**src/rtl/spi_xfer_scheduler_if.sv**
```systemverilog
// APB bus between the transfer scheduler (master) and the Gray converter (slave).
interface spi_xfer_scheduler_if;
  logic [2:0] paddr;
  logic [7:0] pwdata;
  logic       pwrite;
  logic       psel;
  logic       penable;
  logic [7:0] prdata;
  logic       pready;
  logic       pslverr;

  modport master (
    output paddr, pwdata, pwrite, psel, penable,
    input  prdata, pready, pslverr
  );

  modport slave (
    input  paddr, pwdata, pwrite, psel, penable,
    output prdata, pready, pslverr
  );
endinterface

```
**src/rtl/spi_xfer_scheduler.sv**
```systemverilog
// Round-robin APB master: for each grant writes the operand, issues the start command,
// waits for the SPI exchange, reads back the Gray result and acks the served client.
module spi_xfer_scheduler #(
  parameter logic [7:0] XFER_WAIT      = 8'd20,
  parameter logic [7:0] PREADY_TIMEOUT = 8'd15
) (
  input  logic                        clk,
  input  logic                        rst_n,
  input  logic [1:0]                  req,
  input  logic [7:0]                  req_data0,
  input  logic [7:0]                  req_data1,
  output logic [1:0]                  ack,
  output logic [7:0]                  rsp_data,
  output logic                        rsp_err,
  output logic                        busy,
  spi_xfer_scheduler_if.master        apb
);

  typedef enum logic [3:0] {
    StIdle, StOpSetup, StOpAccess, StGap, StCtlSetup, StCtlAccess,
    StWaitSpi, StRdSetup, StRdAccess, StDone
  } state_e;

  state_e     state_q;
  logic [7:0] cnt_q;
  logic       grant_id_q;
  logic       last_grant_q;
  logic [2:0] paddr_q;
  logic [7:0] pwdata_q;
  logic       pwrite_q;
  logic       psel_q;
  logic       penable_q;
  logic       winner;
  logic [1:0] ack_grant;

  assign apb.paddr   = paddr_q;
  assign apb.pwdata  = pwdata_q;
  assign apb.pwrite  = pwrite_q;
  assign apb.psel    = psel_q;
  assign apb.penable = penable_q;

  // With both requesting, the client not served last wins; a lone requester always wins.
  always_comb begin
    winner    = (req == 2'b11) ? ~last_grant_q : req[1];
    ack_grant = grant_id_q ? 2'b10 : 2'b01;
  end

  always_ff @(posedge clk) begin
    if (!rst_n) begin
      state_q      <= StIdle;
      cnt_q        <= '0;
      grant_id_q   <= 1'b0;
      last_grant_q <= 1'b1;
      paddr_q      <= '0;
      pwdata_q     <= '0;
      pwrite_q     <= 1'b0;
      psel_q       <= 1'b0;
      penable_q    <= 1'b0;
      ack          <= '0;
      rsp_data     <= '0;
      rsp_err      <= 1'b0;
      busy         <= 1'b0;
    end else begin
      unique case (state_q)
        StIdle: begin
          if (|req) begin
            grant_id_q   <= winner;
            last_grant_q <= winner;
            busy         <= 1'b1;
            psel_q       <= 1'b1;
            penable_q    <= 1'b0;
            paddr_q      <= 3'd0;
            pwrite_q     <= 1'b1;
            pwdata_q     <= winner ? req_data1 : req_data0;
            state_q      <= StOpSetup;
          end
        end
        StOpSetup, StCtlSetup, StRdSetup: begin
          penable_q <= 1'b1;
          cnt_q     <= '0;
          state_q   <= (state_q == StOpSetup)  ? StOpAccess :
                       (state_q == StCtlSetup) ? StCtlAccess : StRdAccess;
        end
        StOpAccess, StCtlAccess, StRdAccess: begin
          if (apb.pready) begin
            psel_q    <= 1'b0;
            penable_q <= 1'b0;
            cnt_q     <= '0;
            if (apb.pslverr) begin
              ack      <= ack_grant;
              rsp_data <= 8'h00;
              rsp_err  <= 1'b1;
              state_q  <= StDone;
            end else if (state_q == StOpAccess) begin
              state_q <= StGap;
            end else if (state_q == StCtlAccess) begin
              state_q <= StWaitSpi;
            end else begin
              ack      <= ack_grant;
              rsp_data <= apb.prdata;
              rsp_err  <= 1'b0;
              state_q  <= StDone;
            end
          end else if (cnt_q == PREADY_TIMEOUT - 8'd1) begin
            // Slave never answered: abandon the whole service with an error.
            psel_q    <= 1'b0;
            penable_q <= 1'b0;
            cnt_q     <= '0;
            ack       <= ack_grant;
            rsp_data  <= 8'h00;
            rsp_err   <= 1'b1;
            state_q   <= StDone;
          end else begin
            cnt_q <= cnt_q + 8'd1;
          end
        end
        StGap: begin
          psel_q   <= 1'b1;
          paddr_q  <= 3'd4;
          pwrite_q <= 1'b1;
          pwdata_q <= 8'h01;
          state_q  <= StCtlSetup;
        end
        StWaitSpi: begin
          if (cnt_q == XFER_WAIT - 8'd1) begin
            cnt_q    <= '0;
            psel_q   <= 1'b1;
            paddr_q  <= 3'd2;
            pwrite_q <= 1'b0;
            state_q  <= StRdSetup;
          end else begin
            cnt_q <= cnt_q + 8'd1;
          end
        end
        StDone: begin
          ack     <= '0;
          busy    <= 1'b0;
          state_q <= StIdle;
        end
        default: state_q <= StIdle;
      endcase
    end
  end

endmodule

```
**src/flat_wrapper.sv**
```systemverilog
// flat-port wrapper written by rule: the top's interface ports become plain ports
module spi_xfer_scheduler_flat 
#(
  parameter logic [7:0] XFER_WAIT      = 8'd20,
  parameter logic [7:0] PREADY_TIMEOUT = 8'd15
)
  (clk, rst_n, req, req_data0, req_data1, ack, rsp_data, rsp_err, busy, apb_paddr, apb_pwdata, apb_pwrite, apb_psel, apb_penable, apb_prdata, apb_pready, apb_pslverr);
  spi_xfer_scheduler_if apb_i ();
  input  logic clk;
  input  logic rst_n;
  input  logic [1:0] req;
  input  logic [7:0] req_data0;
  input  logic [7:0] req_data1;
  output logic [1:0] ack;
  output logic [7:0] rsp_data;
  output logic rsp_err;
  output logic busy;
  output wire logic [$bits(apb_i.paddr)-1:0] apb_paddr;
  output wire logic [$bits(apb_i.pwdata)-1:0] apb_pwdata;
  output wire logic [$bits(apb_i.pwrite)-1:0] apb_pwrite;
  output wire logic [$bits(apb_i.psel)-1:0] apb_psel;
  output wire logic [$bits(apb_i.penable)-1:0] apb_penable;
  input wire logic [$bits(apb_i.prdata)-1:0] apb_prdata;
  input wire logic [$bits(apb_i.pready)-1:0] apb_pready;
  input wire logic [$bits(apb_i.pslverr)-1:0] apb_pslverr;
  assign apb_paddr = apb_i.paddr;
  assign apb_pwdata = apb_i.pwdata;
  assign apb_pwrite = apb_i.pwrite;
  assign apb_psel = apb_i.psel;
  assign apb_penable = apb_i.penable;
  assign apb_i.prdata = apb_prdata;
  assign apb_i.pready = apb_pready;
  assign apb_i.pslverr = apb_pslverr;
  spi_xfer_scheduler #(.XFER_WAIT(XFER_WAIT), .PREADY_TIMEOUT(PREADY_TIMEOUT)) u_core (.clk(clk), .rst_n(rst_n), .req(req), .req_data0(req_data0), .req_data1(req_data1), .ack(ack), .rsp_data(rsp_data), .rsp_err(rsp_err), .busy(busy), .apb(apb_i));
endmodule
```
**config.mk**
```make
export PLATFORM = sky130hd
export DESIGN_NAME = spi_xfer_scheduler_flat
export DESIGN_NICKNAME = d
export VERILOG_FILES = /design/src/rtl/spi_xfer_scheduler_if.sv /design/src/rtl/spi_xfer_scheduler.sv /design/src/flat_wrapper.sv
export SDC_FILE = /design/constraint.sdc
export NUM_CORES = 1
export LEC_CHECK = 0
export ABC_AREA = 1
export ABC_CLOCK_PERIOD_IN_PS = 1900
export CAP_MARGIN = 20
export CORE_MARGIN = 1.5
export CORE_UTILIZATION = 48
export DETAILED_ROUTE_END_ITERATION = 10
export GPL_ROUTABILITY_DRIVEN = 0
export GPL_TIMING_DRIVEN = 1
export PLACE_DENSITY = 0.86
export SLEW_MARGIN = 20
export SYNTH_ARGS = -nofsm -noshare
export SYNTH_HDL_FRONTEND = slang
export SYNTH_SLANG_ARGS = --single-unit
```
**constraint.sdc**
```tcl
create_clock -name clk -period 1.9 [get_ports clk]
set_clock_uncertainty 0.2 [all_clocks]
set_input_delay 0.285 -clock clk [delete_from_list [all_inputs] [get_ports clk]]
set_output_delay 0.285 -clock clk [all_outputs]
set_load 0.01 [all_outputs]
```
-- After elaboration in Yosys (flattened, before gate mapping)
Cells that the tools add are included.
- add/subtract/negate cells: 1
- eq/ne operators: 19
- reductions and logical operators: 21
- bitwise operators: 1
- muxes and demuxes: 48
- operators by type and width (operator ; number):
    8-bit two-way mux ; 10
    4-bit two-way mux ; 9
    8-bit one-hot mux with 3 select lines ; 1
    4-bit one-hot mux with 5 select lines ; 1
    4-bit by 3-bit equality test with 1-bit output (second input constant) ; 4
    8-bit one-hot mux with 2 select lines ; 1
    1-bit two-way mux ; 12
    2-bit two-way mux ; 6
    4-bit AND reduction ; 3
    3-bit one-hot mux with 3 select lines ; 1
    3-bit AND reduction ; 3
    3-bit nonzero test ; 3
    8-bit by 1-bit adder with 8-bit output (second input constant) ; 1
    4-bit by 2-bit equality test with 1-bit output (second input constant) ; 2
    4-bit equality test (second input constant) ; 2
    8-bit by 4-bit equality test with 1-bit output (second input constant) ; 1
    8-bit by 5-bit equality test with 1-bit output (second input constant) ; 1
    4-bit inequality test (second input constant) ; 2
    2-bit nonzero test ; 4
    3-bit two-way mux ; 2
    3-bit inequality test (second input constant) ; 2
    1-bit one-hot mux with 3 select lines ; 2
    2-bit AND reduction ; 3
    3-bit OR reduction ; 2
    other kinds (11) ; 12
- output and inout bits: 26
- flip-flop bits (word level): 40
- bits of input ports: 30
- logic and storage cells: 103

-- Logic depth before layout (Yosys ltp)
Gate-level depths: netlist of the first run.
- word-level depth: 6
- gate-level depth with buffers: 10

-- Worst setup path after synthesis of the first run
Ideal clock, no wire load.
- kind: flip-flop to flip-flop
- from: register u_core.cnt_q[1]
- to: register u_core.state_q[3]
- period minus slack after synthesis: 1565 ps
- data required time: 1584 ps
- data arrival time: 1249 ps
- buffers on the path: 0
- path slack: 335 ps
- cell stages (with the launch flop): 9
- cells stage by stage: dfxtp_1 > ha_1 > nand2_1 > nor2_1 > nand3_1 > a21oi_1 > nand2_2 > o21ai_0 > nor2_1
- word-level cells in the longest chain between the ends: 3
- elaborated cells between the ends (all ways): 5
- RTL lines (item ; line ; text):
    start: declaration ; spi_xfer_scheduler.sv:25 ; logic [7:0] cnt_q;
    start signal: assignment ; spi_xfer_scheduler.sv:114 ; cnt_q <= cnt_q + 8'd1;
    start signal: assignment ; spi_xfer_scheduler.sv:132 ; cnt_q <= cnt_q + 8'd1;
    8-bit by 4-bit equality test with 1-bit output / 8-bit by 5-bit equality test with 1-bit output (equally long branches) ; spi_xfer_scheduler.sv:104, spi_xfer_scheduler.sv:125 ;
    3-bit by 2-bit inequality test with 1-bit output (no source line) / 2-bit by 1-bit inequality test with 1-bit output (equally long branches) ; -- ;
    3-bit AND reduction (no source line) (*) ; -- ;
    end signal: assignment ; spi_xfer_scheduler.sv:102 ; state_q <= StDone;
    end signal: assignment ; spi_xfer_scheduler.sv:112 ; state_q <= StDone;
    end signal: assignment ; spi_xfer_scheduler.sv:122 ; state_q <= StCtlSetup;
    end: declaration ; spi_xfer_scheduler.sv:24 ; state_e state_q;
Mark *: on every way between the ends. The rest lies on a longest branch, timed or not.
A chain may end at the register's enable or synchronous reset.

-- Worst setup path in the final report of the first run
- from: register u_core.state_q[2]
- to: register u_core.paddr_q[2] (netlist: u_core.apb.paddr[2])
- word-level cells in the longest chain between the ends: 3
- elaborated cells between the ends (all ways): 8
- RTL lines (item ; line ; text):
    start signal: assignment ; spi_xfer_scheduler.sv:50 ; state_q <= StIdle;
    start signal: assignment ; spi_xfer_scheduler.sv:75 ; state_q <= StOpSetup;
    start signal: assignment ; spi_xfer_scheduler.sv:81 ; state_q <= (state_q == StOpSetup) ? StOpAccess :
    4-bit by 3-bit equality test with 1-bit output, or another cell as far along ; spi_xfer_scheduler.sv:64 ; unique case (state_q)
    2-bit by 1-bit inequality test with 1-bit output (no source line) / 3-bit nonzero test (equally long branches) ; -- ;
    3-bit AND reduction (no source line) ; -- ;
    end signal: assignment ; spi_xfer_scheduler.sv:54 ; paddr_q <= '0;
    end signal: assignment ; spi_xfer_scheduler.sv:72 ; paddr_q <= 3'd0;
    end signal: assignment ; spi_xfer_scheduler.sv:119 ; paddr_q <= 3'd4;
    end: declaration ; spi_xfer_scheduler.sv:28 ; logic [2:0] paddr_q;
Several ways; a longest one is shown, not always the timed one.

==> impl_results.md, run 1 <==
* Outcome: finished clean
* Cell types occupying the most area after synthesis: dfxtp_1 38%, nand2_1 13%, nor2_1 8.2%
* Initial antenna violation count at 0
* Starting density of the core at approximately 51%
* Peak supply drop at ~0.00063 V
* Count of different cell masters after synthesis at 28
* Final core utilization at 68.9%
* Combinational share of power at a little over half
* Largest net degree at the start of global routing at 18
* Cell taking the most area after synthesis: dfxtp_1
* All-layer global routing usage at between 20% and 30%
* HPWL after detailed placement at between 3 and 4 mm
* Number of endpoints with negative hold slack in the final report at 0
* CTS buffer count at 5
* TritonCTS clock tree: built
* Number of pins with negative max-slew slack in the final report at 0
* Total design power at approximately 3.7 mW
* Data required time of the worst path at between 1.5 and 2 ns
* Setup slack on the worst flop-to-flop path at 0.13 ns
* Cell Chain, Critical Path: inv_2 > nor2_4 > nand2_1 > inv_2 > a21oi_2 > buf_4 > nand2_1 > nand2_1 > a21oi_1
* Pre-Repair DR Iteration Count at 4
* Aggregate negative setup slack at 0 ns
* Crit path launch type: flip-flop
* Worst hold path startpoint: u_core.apb.paddr[1]
* Initial drt markers at a little over 100
* Most common cell after layout, fill and taps aside: nand2_1
* Filler cell count at 337
* Ratio of final minimum period to clock period at between 90% and 100%
* Post-synth net total at around 330
* Switching Share at between 40% and 50%
* Crit path depth at 9
* Area of the core at ~4000 sq um
* Setup slack at placement at -0.0349 ns
* Number of enable-type register cells in the synthesized netlist at 0
* Inst Count DP at 402
* Commonest cells after routing, fill and taps aside: 68 x nand2_1, 54 x clkdlybuf4s50_1, 45 x nor2_1
* Floorplan row count at 23
* Residual DRC count at 0
* Overall die area at about 4700 sq um
* Number of global-route vias before repair at between 1,500 and 2,000
* Multiplexer area fraction after synthesis at 0%
* Cell area after synthesis at 2070 sq um
* Cells on worst reg2reg path at 9
* Worst reg2reg path endpoint: u_core.apb.paddr[2]
* Switching power at approximately 1.6 mW
* Sequential group share of total power at 31.7%
* Delay of the slowest cell on the worst path at about 0.43 ns
* Maximum achievable frequency at 565 MHz
* Fraction of registers with async set or reset after synthesis at 0%
* Slowest CP cell: dfxtp_1
* Synth Area in XOR/XNOR at about 1.7%
* Library cell appearing most often on the critical path: nand2_1
* Wire length after detailed routing at slightly above 5 mm
* Placed Area at 2700 sq um
* Number of flip-flops and latches in the synthesized netlist at 39
* CTS max path bufs at 2
* Final setup fails at 0
* Setup repair after global routing missed its margin: no
* Post-Synth Adder-Cell Area at around 1.2%
* Wire length of the first global-routing pass at about 8.1 mm
* H-tree depth at 2
* Kind of cell adding the most delay to the critical path: simple AND/OR/NAND/NOR gates
* Clock network power share at between 15 and 20%
* Average cell area after synthesis at around 7 sq um
* Post-Layout Inst Area at ~2800 sq um
* Gate Count Post-Synth at between 200 and 300
* Simple-Gate Fraction of Synth Area at 39.2%
* Post-DRT Antenna Nets at 0
* Least setup slack across all paths after layout at between 0.1 and 0.15 ns
* Final cell count without fillers at 411
* Reg2Reg Launch Point: u_core.state_q[2]
* Capturing element of the worst setup path: u_core.apb.paddr[2]
* Remaining global-route overflow at 0
* Final hold slack at 0.247 ns
* Largest family of logic cells by synthesized area: simple AND/OR/NAND/NOR gates
* Number of antenna cells inserted at 0
* Compound-gate portion of the synthesized area at a little over an eighth
* Clock Pin Slew Worst Setup and Hold Paths at 0.09 ns
* Share of synthesized area occupied by flip-flops and latches at a little under two fifths
* Kind of critical path: flip-flop to flip-flop
* Primary FF master, synth: dfxtp_1
* Launch point of the worst path: u_core.state_q[2]
* Number of nets in the final layout at between 300 and 400
* Crit path capture type: flip-flop
* Leak at 1.21 nW
* Maxcap violations at 0
* Count of buffers inserted at the top-level ports at 54
* Layout-stage area growth over the synthesis result at 35.9%
* Yosys top cell area share at about 38%
* Fraction of final layout cells with drive strength greater than 1 at between 10% and 20%
* Clk sinks at 39
* Power Dens Cells at approximately 1300 nW/um^2
* Vias per cell at between 5 and 6
* Final critical delay including setup and external delays at 1.77 ns
* Cts hold-fix bufs at 0
* Arrival time of the worst setup path at 1.81 ns
* Root buffer cell: clkbuf_8
* Width of the die at 68.7 microns
* Clock latency on the worst-skew pair at approximately 0.3 ns
* Worst Path Buf+Inv at 3
* Vias at 2,093
* Average wire per cell in the routed design at roughly 13 microns
* Total of warnings raised by yosys at 0
* Maximum fanout count along the critical path at 6
* Classification of the worst-slack hold path: flip-flop to flip-flop
* Internal power at roughly 2.0 mW
* Number of top-level pins at 56
* Die Height at around 69 microns
-- Yosys cell counts, types with 2 or more instances --
master,n
dfxtp_1,39
xor2_1,3
ha_1,2
o21ai_0,9
a21oi_2,11
clkbuf_1,3
inv_1,23
a21oi_1,23
nand2_4,5
nand4_1,5
nand3_1,23
nand2_2,13
inv_2,7
nor2_2,4
nor2_1,45
nand2_1,69
-- final cells by class --
cell class | instances | area (sq um) | share of cell area (%)
Clock inverter | 3 | 25.0 | 0.889
Sequential cell | 39 | 782 | 27.8
Tap cell | 50 | 62.6 | 2.22
Timing Repair Buffer | 62 | 601 | 21.3
Inverter | 31 | 121 | 4.31
Multi-Input combinational cell | 221 | 1150 | 41.0
Clock buffer | 5 | 68.8 | 2.44
-- worst min path at each step --
stage | end | slack (ns) | cells after the start
after global placement | u_core.apb.paddr[1] | 0.23 | 2
final | u_core.apb.paddr[1] | 0.25 | 2
after detailed placement | u_core.apb.paddr[1] | 0.24 | 2
after CTS | u_core.apb.paddr[1] | 0.25 | 2
after floorplan | u_core.apb.paddr[1] | 0.21 | 2
after global routing | u_core.apb.psel | 0.29 | 2
-- layer usage --
| metal | share of wire [%] | global-route usage [%] | vias to the layer above |
|---|---|---|---|
| li1 | - | - | 1067 |
| met5 | 0 | 0 | - |
| met3 | 7.3 | 7.31 | 10 |
| met2 | 50 | 38.6 | 69 |
| met1 | 41 | 27.4 | 947 |
| met4 | 2.0 | 9.07 | 0 |
-- registers in the layout (all words and copies together) (netlist names) --
register	flops
u_core.cnt_q	8
u_core.apb.pwrite	1
u_core.busy	1
u_core.apb.psel	1
u_core.state_q	4
u_core.apb.paddr	2
u_core.ack	2
u_core.rsp_err	1
u_core.apb.penable	1
u_core.apb.pwdata	8
u_core.last_grant_q	1
u_core.rsp_data	8
u_core.grant_id_q	1
-- power groups by stage --
stage / clock, mW / sequential, mW / combinational, mW
2_1_floorplan: 0 / 1.23 / 1.19
5_1_grt: 0.628 / 1.19 / 2.10
6_report: 0.588 / 1.16 / 1.90
3_5_place_dp: 0 / 1.17 / 1.87
4_1_cts: 0.603 / 1.16 / 1.88
3_3_place_gp: 0 / 1.16 / 1.83
-- cell families after synthesis --
group | Yosys count
adders and majority gates | 2
buffers and inverters | 36
AOI/OAI and AO/OA | 45
and+or+nand+nor | 169
xor gates and xnor gates | 4
other | 1
DFF | 39
-- worst register-to-register path, stage by stage (launching register included) --
cell and delay, ns:
dfxtp_1 0.43, inv_2 0.07, nor2_4 0.17, nand2_1 0.19, inv_2 0.16, a21oi_2 0.09, buf_4 0.15, nand2_1 0.09
nand2_1 0.06, a21oi_1 0.11
-- timing repair --
| action | 4_1_cts | 5_1_grt |
|---|---|---|
| setup endpoints to repair | 0 | 4 |
| buffers inserted | 0 | 1 |
| resized for setup | 0 | 4 |
Note: power is estimated with default switching activity, not from simulation.
==> run 2, diff against run 1 <==
--- a/config.mk
+++ b/config.mk
@@ -14,7 +14,7 @@
 export GPL_ROUTABILITY_DRIVEN = 0
 export GPL_TIMING_DRIVEN = 1
 export PLACE_DENSITY = 0.86
-export SLEW_MARGIN = 20
+export SLEW_MARGIN = 25
 export SYNTH_ARGS = -nofsm -noshare
 export SYNTH_HDL_FRONTEND = slang
 export SYNTH_SLANG_ARGS = --single-unit
==> results of run 2 <==
No change in the layout: final DEF, timing and power equal those of run 1.
